==> src/rtl/recolector_pkg.sv <==
// Shared constants for the recolector drain-side FIFO reader: word layout,
// port count and FSM state encoding.
package recolector_pkg;

  localparam int DATA_W    = 10;
  localparam int CNT_W     = 8;
  localparam int DEST_LSB  = DATA_W - 2;
  localparam int NUM_PORTS = 4;

  typedef logic [DATA_W-1:0] word_t;
  typedef logic [CNT_W-1:0]  cnt_t;

  localparam logic [1:0] IDLE = 2'd0;
  localparam logic [1:0] WAIT = 2'd1;
  localparam logic [1:0] SEND = 2'd2;

endpackage

==> src/rtl/recolector_if.sv <==
// Bundle of the four output-FIFO read ports, the collected-word stream and
// the per-destination counters. master = recolector, slave = environment.
interface recolector_if;
  import recolector_pkg::*;

  word_t fifo_d0, fifo_d1, fifo_d2, fifo_d3;
  logic  fifo_empty0, fifo_empty1, fifo_empty2, fifo_empty3;
  logic  pop0, pop1, pop2, pop3;
  word_t dout;
  logic  dout_valid;
  logic  dout_ready;
  logic  [1:0] src;
  cnt_t  cnt0, cnt1, cnt2, cnt3;
  logic  err_dest;

  modport master (
    input  fifo_d0, fifo_d1, fifo_d2, fifo_d3,
    input  fifo_empty0, fifo_empty1, fifo_empty2, fifo_empty3,
    input  dout_ready,
    output pop0, pop1, pop2, pop3,
    output dout, dout_valid, src,
    output cnt0, cnt1, cnt2, cnt3, err_dest
  );

  modport slave (
    output fifo_d0, fifo_d1, fifo_d2, fifo_d3,
    output fifo_empty0, fifo_empty1, fifo_empty2, fifo_empty3,
    output dout_ready,
    input  pop0, pop1, pop2, pop3,
    input  dout, dout_valid, src,
    input  cnt0, cnt1, cnt2, cnt3, err_dest
  );

endinterface

==> src/rtl/recolector_rr_sel.sv <==
// Combinational round-robin picker: first set request at ptr, ptr+1, ... mod 4.
module recolector_rr_sel
  import recolector_pkg::*;
(
  input  logic [NUM_PORTS-1:0] req_i,
  input  logic [1:0]           ptr_i,
  output logic [1:0]           gnt_o,
  output logic                 any_o
);

  logic [1:0] idx;

  // Walk from the farthest offset down so the nearest request overwrites last.
  always_comb begin
    gnt_o = '0;
    any_o = 1'b0;
    idx   = '0;
    for (int k = NUM_PORTS - 1; k >= 0; k--) begin
      idx = ptr_i + 2'(k);
      if (req_i[idx]) begin
        gnt_o = idx;
        any_o = 1'b1;
      end
    end
  end

endmodule

==> src/rtl/recolector.sv <==
// Round-robin drain of four output FIFOs onto one valid/ready stream with
// per-destination counters. Define DEST_CHECK_EN to build the destination check.
module recolector
  import recolector_pkg::*;
(
  input  logic         clk,
  input  logic         reset,
  recolector_if.master bus
);

  function automatic cnt_t sat_inc(input cnt_t v);
    return (v == {CNT_W{1'b1}}) ? v : v + 1'b1;
  endfunction

  logic [1:0] state_q, state_d;
  logic [1:0] rr_ptr_q, rr_ptr_d;
  logic [1:0] src_q, src_d;
  word_t      dout_q, dout_d;
  logic       vld_q, vld_d;
  cnt_t       cnt_q [NUM_PORTS];
  cnt_t       cnt_d [NUM_PORTS];
  logic       err_q;

  word_t                fifo_d [NUM_PORTS];
  logic [NUM_PORTS-1:0] req, pop;
  logic [1:0]           gnt;
  logic                 any;

  assign fifo_d[0] = bus.fifo_d0;
  assign fifo_d[1] = bus.fifo_d1;
  assign fifo_d[2] = bus.fifo_d2;
  assign fifo_d[3] = bus.fifo_d3;
  assign req = ~{bus.fifo_empty3, bus.fifo_empty2, bus.fifo_empty1, bus.fifo_empty0};

  recolector_rr_sel u_rr_sel (
    .req_i (req),
    .ptr_i (rr_ptr_q),
    .gnt_o (gnt),
    .any_o (any)
  );

  always_comb begin
    state_d  = state_q;
    rr_ptr_d = rr_ptr_q;
    src_d    = src_q;
    dout_d   = dout_q;
    vld_d    = vld_q;
    cnt_d    = cnt_q;
    pop      = '0;
    case (state_q)
      IDLE: begin
        if (any) begin
          pop[gnt] = 1'b1;
          src_d    = gnt;
          state_d  = WAIT;
        end
      end
      // Registered FIFO read: the popped word is on fifo_d now.
      WAIT: begin
        dout_d   = fifo_d[src_q];
        vld_d    = 1'b1;
        rr_ptr_d = src_q + 2'd1;
        state_d  = SEND;
      end
      SEND: begin
        if (bus.dout_ready) begin
          vld_d         = 1'b0;
          cnt_d[src_q]  = sat_inc(cnt_q[src_q]);
          state_d       = IDLE;
        end
      end
      default: state_d = IDLE;
    endcase
  end

  always_ff @(posedge clk or posedge reset) begin
    if (reset) begin
      state_q  <= IDLE;
      rr_ptr_q <= '0;
      src_q    <= '0;
      dout_q   <= '0;
      vld_q    <= 1'b0;
      cnt_q    <= '{default: '0};
    end else begin
      state_q  <= state_d;
      rr_ptr_q <= rr_ptr_d;
      src_q    <= src_d;
      dout_q   <= dout_d;
      vld_q    <= vld_d;
      cnt_q    <= cnt_d;
    end
  end

`ifdef DEST_CHECK_EN
  logic err_d;
  always_comb begin
    err_d = err_q;
    if (state_q == WAIT && fifo_d[src_q][DATA_W-1:DEST_LSB] != src_q) err_d = 1'b1;
  end

  always_ff @(posedge clk or posedge reset) begin
    if (reset) err_q <= 1'b0;
    else       err_q <= err_d;
  end
`else
  assign err_q = 1'b0;
`endif

  // Pops are combinational from IDLE; keep them quiet while reset is held.
  assign bus.pop0 = pop[0] & ~reset;
  assign bus.pop1 = pop[1] & ~reset;
  assign bus.pop2 = pop[2] & ~reset;
  assign bus.pop3 = pop[3] & ~reset;

  assign bus.dout       = dout_q;
  assign bus.dout_valid = vld_q;
  assign bus.src        = src_q;
  assign bus.cnt0       = cnt_q[0];
  assign bus.cnt1       = cnt_q[1];
  assign bus.cnt2       = cnt_q[2];
  assign bus.cnt3       = cnt_q[3];
  assign bus.err_dest   = err_q;

endmodule

==> src/flat_wrapper.sv <==
// flat-port wrapper written by rule: the top's interface ports become plain ports
module recolector_flat import recolector_pkg::*;
  (clk, reset, bus_fifo_d0, bus_fifo_d1, bus_fifo_d2, bus_fifo_d3, bus_fifo_empty0, bus_fifo_empty1, bus_fifo_empty2, bus_fifo_empty3, bus_dout_ready, bus_pop0, bus_pop1, bus_pop2, bus_pop3, bus_dout, bus_dout_valid, bus_src, bus_cnt0, bus_cnt1, bus_cnt2, bus_cnt3, bus_err_dest);
  recolector_if bus_i ();
  input  logic clk;
  input  logic reset;
  input wire logic [$bits(bus_i.fifo_d0)-1:0] bus_fifo_d0;
  input wire logic [$bits(bus_i.fifo_d1)-1:0] bus_fifo_d1;
  input wire logic [$bits(bus_i.fifo_d2)-1:0] bus_fifo_d2;
  input wire logic [$bits(bus_i.fifo_d3)-1:0] bus_fifo_d3;
  input wire logic [$bits(bus_i.fifo_empty0)-1:0] bus_fifo_empty0;
  input wire logic [$bits(bus_i.fifo_empty1)-1:0] bus_fifo_empty1;
  input wire logic [$bits(bus_i.fifo_empty2)-1:0] bus_fifo_empty2;
  input wire logic [$bits(bus_i.fifo_empty3)-1:0] bus_fifo_empty3;
  input wire logic [$bits(bus_i.dout_ready)-1:0] bus_dout_ready;
  output wire logic [$bits(bus_i.pop0)-1:0] bus_pop0;
  output wire logic [$bits(bus_i.pop1)-1:0] bus_pop1;
  output wire logic [$bits(bus_i.pop2)-1:0] bus_pop2;
  output wire logic [$bits(bus_i.pop3)-1:0] bus_pop3;
  output wire logic [$bits(bus_i.dout)-1:0] bus_dout;
  output wire logic [$bits(bus_i.dout_valid)-1:0] bus_dout_valid;
  output wire logic [$bits(bus_i.src)-1:0] bus_src;
  output wire logic [$bits(bus_i.cnt0)-1:0] bus_cnt0;
  output wire logic [$bits(bus_i.cnt1)-1:0] bus_cnt1;
  output wire logic [$bits(bus_i.cnt2)-1:0] bus_cnt2;
  output wire logic [$bits(bus_i.cnt3)-1:0] bus_cnt3;
  output wire logic [$bits(bus_i.err_dest)-1:0] bus_err_dest;
  assign bus_i.fifo_d0 = bus_fifo_d0;
  assign bus_i.fifo_d1 = bus_fifo_d1;
  assign bus_i.fifo_d2 = bus_fifo_d2;
  assign bus_i.fifo_d3 = bus_fifo_d3;
  assign bus_i.fifo_empty0 = bus_fifo_empty0;
  assign bus_i.fifo_empty1 = bus_fifo_empty1;
  assign bus_i.fifo_empty2 = bus_fifo_empty2;
  assign bus_i.fifo_empty3 = bus_fifo_empty3;
  assign bus_i.dout_ready = bus_dout_ready;
  assign bus_pop0 = bus_i.pop0;
  assign bus_pop1 = bus_i.pop1;
  assign bus_pop2 = bus_i.pop2;
  assign bus_pop3 = bus_i.pop3;
  assign bus_dout = bus_i.dout;
  assign bus_dout_valid = bus_i.dout_valid;
  assign bus_src = bus_i.src;
  assign bus_cnt0 = bus_i.cnt0;
  assign bus_cnt1 = bus_i.cnt1;
  assign bus_cnt2 = bus_i.cnt2;
  assign bus_cnt3 = bus_i.cnt3;
  assign bus_err_dest = bus_i.err_dest;
  recolector u_core (.clk(clk), .reset(reset), .bus(bus_i));
endmodule
==> config.mk <==
export PLATFORM = sky130hd
export DESIGN_NAME = recolector_flat
export DESIGN_NICKNAME = d
export VERILOG_FILES = /design/src/rtl/recolector_pkg.sv /design/src/rtl/recolector_if.sv /design/src/rtl/recolector_rr_sel.sv /design/src/rtl/recolector.sv /design/src/flat_wrapper.sv
export SDC_FILE = /design/constraint.sdc
export NUM_CORES = 1
export LEC_CHECK = 0
export CORE_UTILIZATION = 48
export CTS_CLUSTER_SIZE = 16
export DETAILED_ROUTE_END_ITERATION = 7
export MAX_ROUTING_LAYER = met4
export PLACE_DENSITY_LB_ADDON = 0.1
export REMOVE_ABC_BUFFERS = 1
export SYNTH_ARGS = -nofsm -noshare
export SYNTH_HDL_FRONTEND = slang
export SYNTH_SLANG_ARGS = --single-unit
==> constraint.sdc <==
create_clock -name clk -period 3.55 [get_ports clk]
set_input_delay 0.355 -clock clk [delete_from_list [all_inputs] [get_ports clk]]
set_output_delay 0.355 -clock clk [all_outputs]
set_load 0.05 [all_outputs]
Yosys cells after proc, flatten, opt, wreduce, memory -nomap -nowiden. Cells that the tools add are included.

Bits in registers: 49. Output and inout port bits: 50. Logic and storage cells: 77.

Add/subtract/negate cells: 5. Magnitude comparators: 8. Equality and inequality tests: 5. Mux-type cells: 35. Bitwise operators: 7. Reductions and logical operators: 8.

Operators by type and width (count): $bwmux W32 (1); $mux W8 (4); $bmux W10 S2 (1); $mux W10 (2); $bmux W8 S2 (1); $demux W8 S2 (1); $lt A2 B3 Y1 const B (5); $mux W2 (6); $mux W1 (10); $add A8 B1 Y8 const B (1); $bmux W1 S2 (4); $eq A8 B8 Y1 const B (1); $mux W4 (2); $reduce_and A2 Y1 (4); $pmux W2 S3 (1); $add A2 B1 Y2 const B (2); $add A2 B2 Y2 const B (2); $and A1 B1 Y1 (4); $not A4 Y4 (1); $ge A3 B3 Y1 const B (1); $lt A3 B1 Y1 const B (1); $not A2 Y3 (1); $demux W1 S2 (1); $eq A2 B1 Y1 const B (1); 9 further kinds (10).

Logic depth before layout (Yosys ltp).
Depth in word-level cells: 14. Gate-level depth with buffers: 8.

Hierarchy. Synthesis repeated with hierarchy kept, for this count alone.

Cells, all modules: 284. Area, all modules: 2941.6 um2.

Modules (own cells, without submodules): recolector (instances 1, cells each 271, area each 2864.0 um2); recolector_rr_sel (instances 1, cells each 13, area each 77.6 um2).

Least setup slack after synthesis. No wires, ideal clock.

Kind: reg2out. Start point: register u_core.rr_ptr_q[0]. End point: output port bus_pop0. Arrival: 2.412 ns. Slack: 0.783 ns. Cell stages (with the launch flop): 5. Cell sequence: dfrtp_1 > or2_2 > a21oi_1 > a221oi_1 > nor4_1.

Longest elaborated chain between the ends: 14. Elaborated cells between the ends (all ways): 27.

RTL lines: start, declared (RTL line recolector.sv:16) `logic [1:0] rr_ptr_q, rr_ptr_d;`; start signal, assigned (RTL line recolector.sv:86) `rr_ptr_q <= rr_ptr_d;`; $add A2 B2 Y2 (RTL line recolector_rr_sel.sv:19) `idx = ptr_i + 2'(k);`; $bmux W1 S2 (RTL line recolector_rr_sel.sv:20) `if (req_i[idx]) begin`; $mux W1 (implied by the code) (RTL line recolector_rr_sel.sv:20); $mux W2 (4 in series) (RTL line recolector_rr_sel.sv:20); $lt A2 B3 Y1 (implied by the code) / $ge A2 B1 Y1 (equally long branches) (RTL line recolector.sv:53) `pop[gnt] = 1'b1;`; $logic_and A1 B1 Y1 (implied by the code) (RTL line recolector.sv:53); $mux W1 (implied by the code) (RTL line recolector.sv:53); $demux W1 S2; $mux W4 * (RTL line recolector.sv:52) `if (any) begin`; $mux W4 * (RTL line recolector.sv:50) `case (state_q)`; $and A1 B1 Y1 * (RTL line recolector.sv:110) `assign bus.pop0 = pop[0] & ~reset;`; end, declared (RTL line flat_wrapper.sv:16) `output wire logic [$bits(bus_i.pop0)-1:0] bus_pop0;`.

Mark *: on every way between the ends. The rest lies on a longest branch, timed or not. The select of a mux whose other input is x is not followed.

Final worst setup path.
Start point: input port bus_fifo_empty0. End point: output port bus_pop3.

Longest elaborated chain between the ends: 14. Elaborated cells between the ends (all ways): 25.

RTL lines: start, declared (RTL line flat_wrapper.sv:11) `input wire logic [$bits(bus_i.fifo_empty0)-1:0] bus_fifo_empty0;`; $not A4 Y4 * (RTL line recolector.sv:33) `assign req = ~{bus.fifo_empty3, bus.fifo_empty2, bus.fifo_empty1, bus.fifo_empty0};`; $bmux W1 S2 (RTL line recolector_rr_sel.sv:20); $mux W1 (implied by the code) (RTL line recolector_rr_sel.sv:20); $mux W2 (4 in series) (RTL line recolector_rr_sel.sv:20); $lt A2 B3 Y1 (implied by the code) / $ge A2 B1 Y1 (equally long branches) (RTL line recolector.sv:53); $logic_and A1 B1 Y1 (implied by the code) (RTL line recolector.sv:53); $mux W1 (implied by the code) (RTL line recolector.sv:53); $demux W1 S2; $mux W4 * (RTL line recolector.sv:52); $mux W4 * (RTL line recolector.sv:50); $and A1 B1 Y1 * (RTL line recolector.sv:113) `assign bus.pop3 = pop[3] & ~reset;`; end, declared (RTL line flat_wrapper.sv:19) `output wire logic [$bits(bus_i.pop3)-1:0] bus_pop3;`.

Marks and branches as above.

==> results.tsv <==
stage	metric	value	unit
outcome	outcome	complete, no violations	
timing	finalMaxSlewViolations	0	
die	core_region_area	0.00520	mm^2
cts	cts_root_buf	clkbuf_8	
critical_path	cpMostUsedCell	clkdlybuf4s50_1	
cts	cts.htree.levels	2	
synth	postSynthCellCount	251	
synth	yosysTopAreaCell	dfrtp_1	
cts	clk_latency	300	ps
run	cap_violations	0	
timing	skew	3.61	ps
critical_path	reg2reg_from	u_core.bus.src[1]	
die	die_h	76.2	um
synth	yosysUniqueCellTypes	40	
critical_path	path_delay_family	buffers and inverters	
synth	synth_fa_ha_area_share	2.37	%
die	die_area	0.00580	mm^2
synth	synth.cell_area	0.00264	mm^2
synth	synth_edf_count	0	
synth	synthXorXnorAreaFrac	0.663	%
grt	grt_max_degree	50	
critical_path	path_depth	6	
cts	ctsResizeCount	0	
critical_path	path_buf_inv	2	
critical_path	arrival	2570	ps
detailed_routing	drc_errors	0	
grt	track_usage	24.3	%
synth	yosysSeqAreaShare	46.4	%
die	initial_core_util	50.7	%
critical_path	worstPathRequired	3190	ps
die	num_rows	26	
cells_and_area	syn_to_final_growth	41.0	%
synth	ys.warnings.count	0	
critical_path	worstPathMaxFanout	5	
detailed_routing	viasPerCell	5.35	
grt	grt_pass1_wl	10700	um
detailed_routing	route.detailed.wl_per_inst	15.9	um
timing	max_freq	342	MHz
cells_and_area	fin_cells	414	
timing	post-route-period-util	82.5	%
critical_path	crit_start	bus_fifo_empty0	
grt	grt_overflow	0	
timing	worstMarginPinSlew	1010	ps
placement	gp_congestion	0.709	
die	die_x	76.2	um
cells_and_area	antenna_cells	0	
placement	hpwl	4740	um
synth	ys_top_cells_by_area	dfrtp_1 (46%), mux4_2 (11%), nand2_1 (11%)	
min_path	min_path_type	flip-flop to flip-flop	
synth	synth_compound_area_share	11.9	%
timing	slew_headroom	32.4	%
timing	setup_viol	0	
detailed_routing	drtIter0Drc	134	
cells_and_area	fin_nets	396	
critical_path	worst_setup_path_end_kind	output port	
cts	post_cts_buffers	0	
min_path	holdCritStartpoint	u_core.bus.dout[6]	
grt	antenna_found_initial	0	
min_path	holdPathStages	2	
synth	ys_seq_elements	49	
cts	cts_buffers	5	
cells_and_area	drive_gt1_share	10.5	%
placement	portBuffers	95	
detailed_routing	via_count	2215	
synth	syn_area_per_cell	10.5	um^2
synth	synthMuxAreaShare	18.0	%
cts	path_clk_slew	80	ps
critical_path	cp_cell_sequence	clkdlybuf4s50_1, or2_2, a21oi_1, a221oi_1, and3_1, clkdlybuf4s50_1	
timing	rsz0062_at_grt	no	
timing	setup-tns-final	0	ps
detailed_routing	drtPass1Iterations	5	
critical_path	reg2regPathDepth	7	
cts	holdBufCountCts	0	
cts	clk_path_buf_depth	2	
die	io-pin-count	97	
detailed_routing	drt-total-wl	6590	um
power	vdd_ir_drop_max	671	uV
critical_path	critPathMaxStageDelay	790	ps
critical_path	crit_type	input port to output port	
timing	period_minus_slack	2930	ps
power	total_power	2.70	mW
cts	cts_tree	done	
timing	holdWs	480	ps
synth	synth_async_sr_flop_share	100	%
synth	synth_simple_gate_area_share	17.3	%
timing	hold_viol	0	
cts	cts_sinks	49	
synth	yosys.area.top_type_share	46.4	%
critical_path	critPathLaunchType	input port	
detailed_routing	ant_nets	0	
grt	grt_pass1_vias	2196	
power	leakage	1.57	nW
power	p_per_area	724	mW/mm^2
critical_path	critPathSlowestCell	clkdlybuf4s50_1	
synth	synth_top_family_by_area	multiplexers	
placement	dp_cells	407	
synth	ys.flop_type	dfrtp_1	
per-layer routing:
metal	up-vias	share of wire, %	global-route usage, %
li1	1073	-	-
met1	1059	44	29.2
met2	73	49	41.2
met3	10	6.1	4.67
met4	0	1.5	8.27
met5	-	0	-
kinds of logic after synthesis:
kind of cell / Yosys count
other cells: 1
buf+inv: 18
simple gates: 101
flops: 49
fa+ha+maj: 5
mux: 23
xor+xnor: 2
compound gates: 52
cells in the final DEF (no fill, tap or decap), types with 3 or more instances in the layout:
cell             count
mux4_2              13
mux2i_1              4
nand2b_1             4
nand4_1              3
ha_1                 5
clkdlybuf4s50_1     95
inv_1                6
nor2_1               7
mux4_1               5
clkbuf_8             6
nand2_1             76
o21ai_2              4
dfrtp_1             49
o21ai_0             30
o21ai_1              7
report_power, final:
group / switching [mW] / internal [mW]
Clock: 0.174 / 0.155
Sequential: 0.126 / 0.708
Combinational: 0.965 / 0.569
metrics by stage:
stage / setup WS [ps] / util, % / instance area [um^2]
6_report: 623 / 71.5 / 3720
5_1_grt: 407 / 71.5 / 3720
4_1_cts: 621 / 71.5 / 3720
3_5_place_dp: 618 / 69.9 / 3640
3_3_place_gp: 699 / 69.9 / 3640
2_1_floorplan: 370 / - / 2580
cell type report:
class,count,area [um^2]
Tap cell,70,87.6
Clock buffer,7,86.3
Inverter,7,26.3
Timing Repair Buffer,97,966
Multi-Input combinational cell,184,1330
Sequential cell,49,1230
Fill cell,427,1480
registers in the layout (all words and copies together) (netlist names):
register	flops
u_core.bus.cnt0	8
u_core.bus.cnt1	8
u_core.bus.cnt2	8
u_core.bus.cnt3	8
u_core.bus.dout	10
u_core.bus.dout_valid	1
u_core.bus.src	2
u_core.rr_ptr_q	2
u_core.state_q	2
cell usage after synthesis (2+ instances only):
cell and number:
nand2_1 76, dfrtp_1 49, o21ai_0 30, mux4_2 13, inv_1 7, nor2_1 7
o21ai_1 7, clkbuf_1 5, ha_1 5, mux4_1 5, mux2i_1 4, nand2b_1 4
o21ai_2 4, nand4_1 3, a21oi_1 2, a31o_2 2, buf_1 2, buf_4 2
o22ai_1 2, or2_2 2
path summary, 6_finish.rpt:
path	to	slack (ps)
worst max-delay path	bus_pop3	620
worst min-delay path	u_core.bus.dout[6]	480
worst max register to register	u_core.bus.cnt1[2]	890
worst min register to register	u_core.bus.dout[6]	480
max in group asynchronous	u_core.bus.cnt2[4]	2250
min in group asynchronous	u_core.bus.src[1]	680
tightest hold or removal path, cell delays in order, from the launching register on:
cell	delay, ps
dfrtp_1	350
nand2_1	50
nand2_1	60
Note: power is estimated with default switching activity, not from simulation.
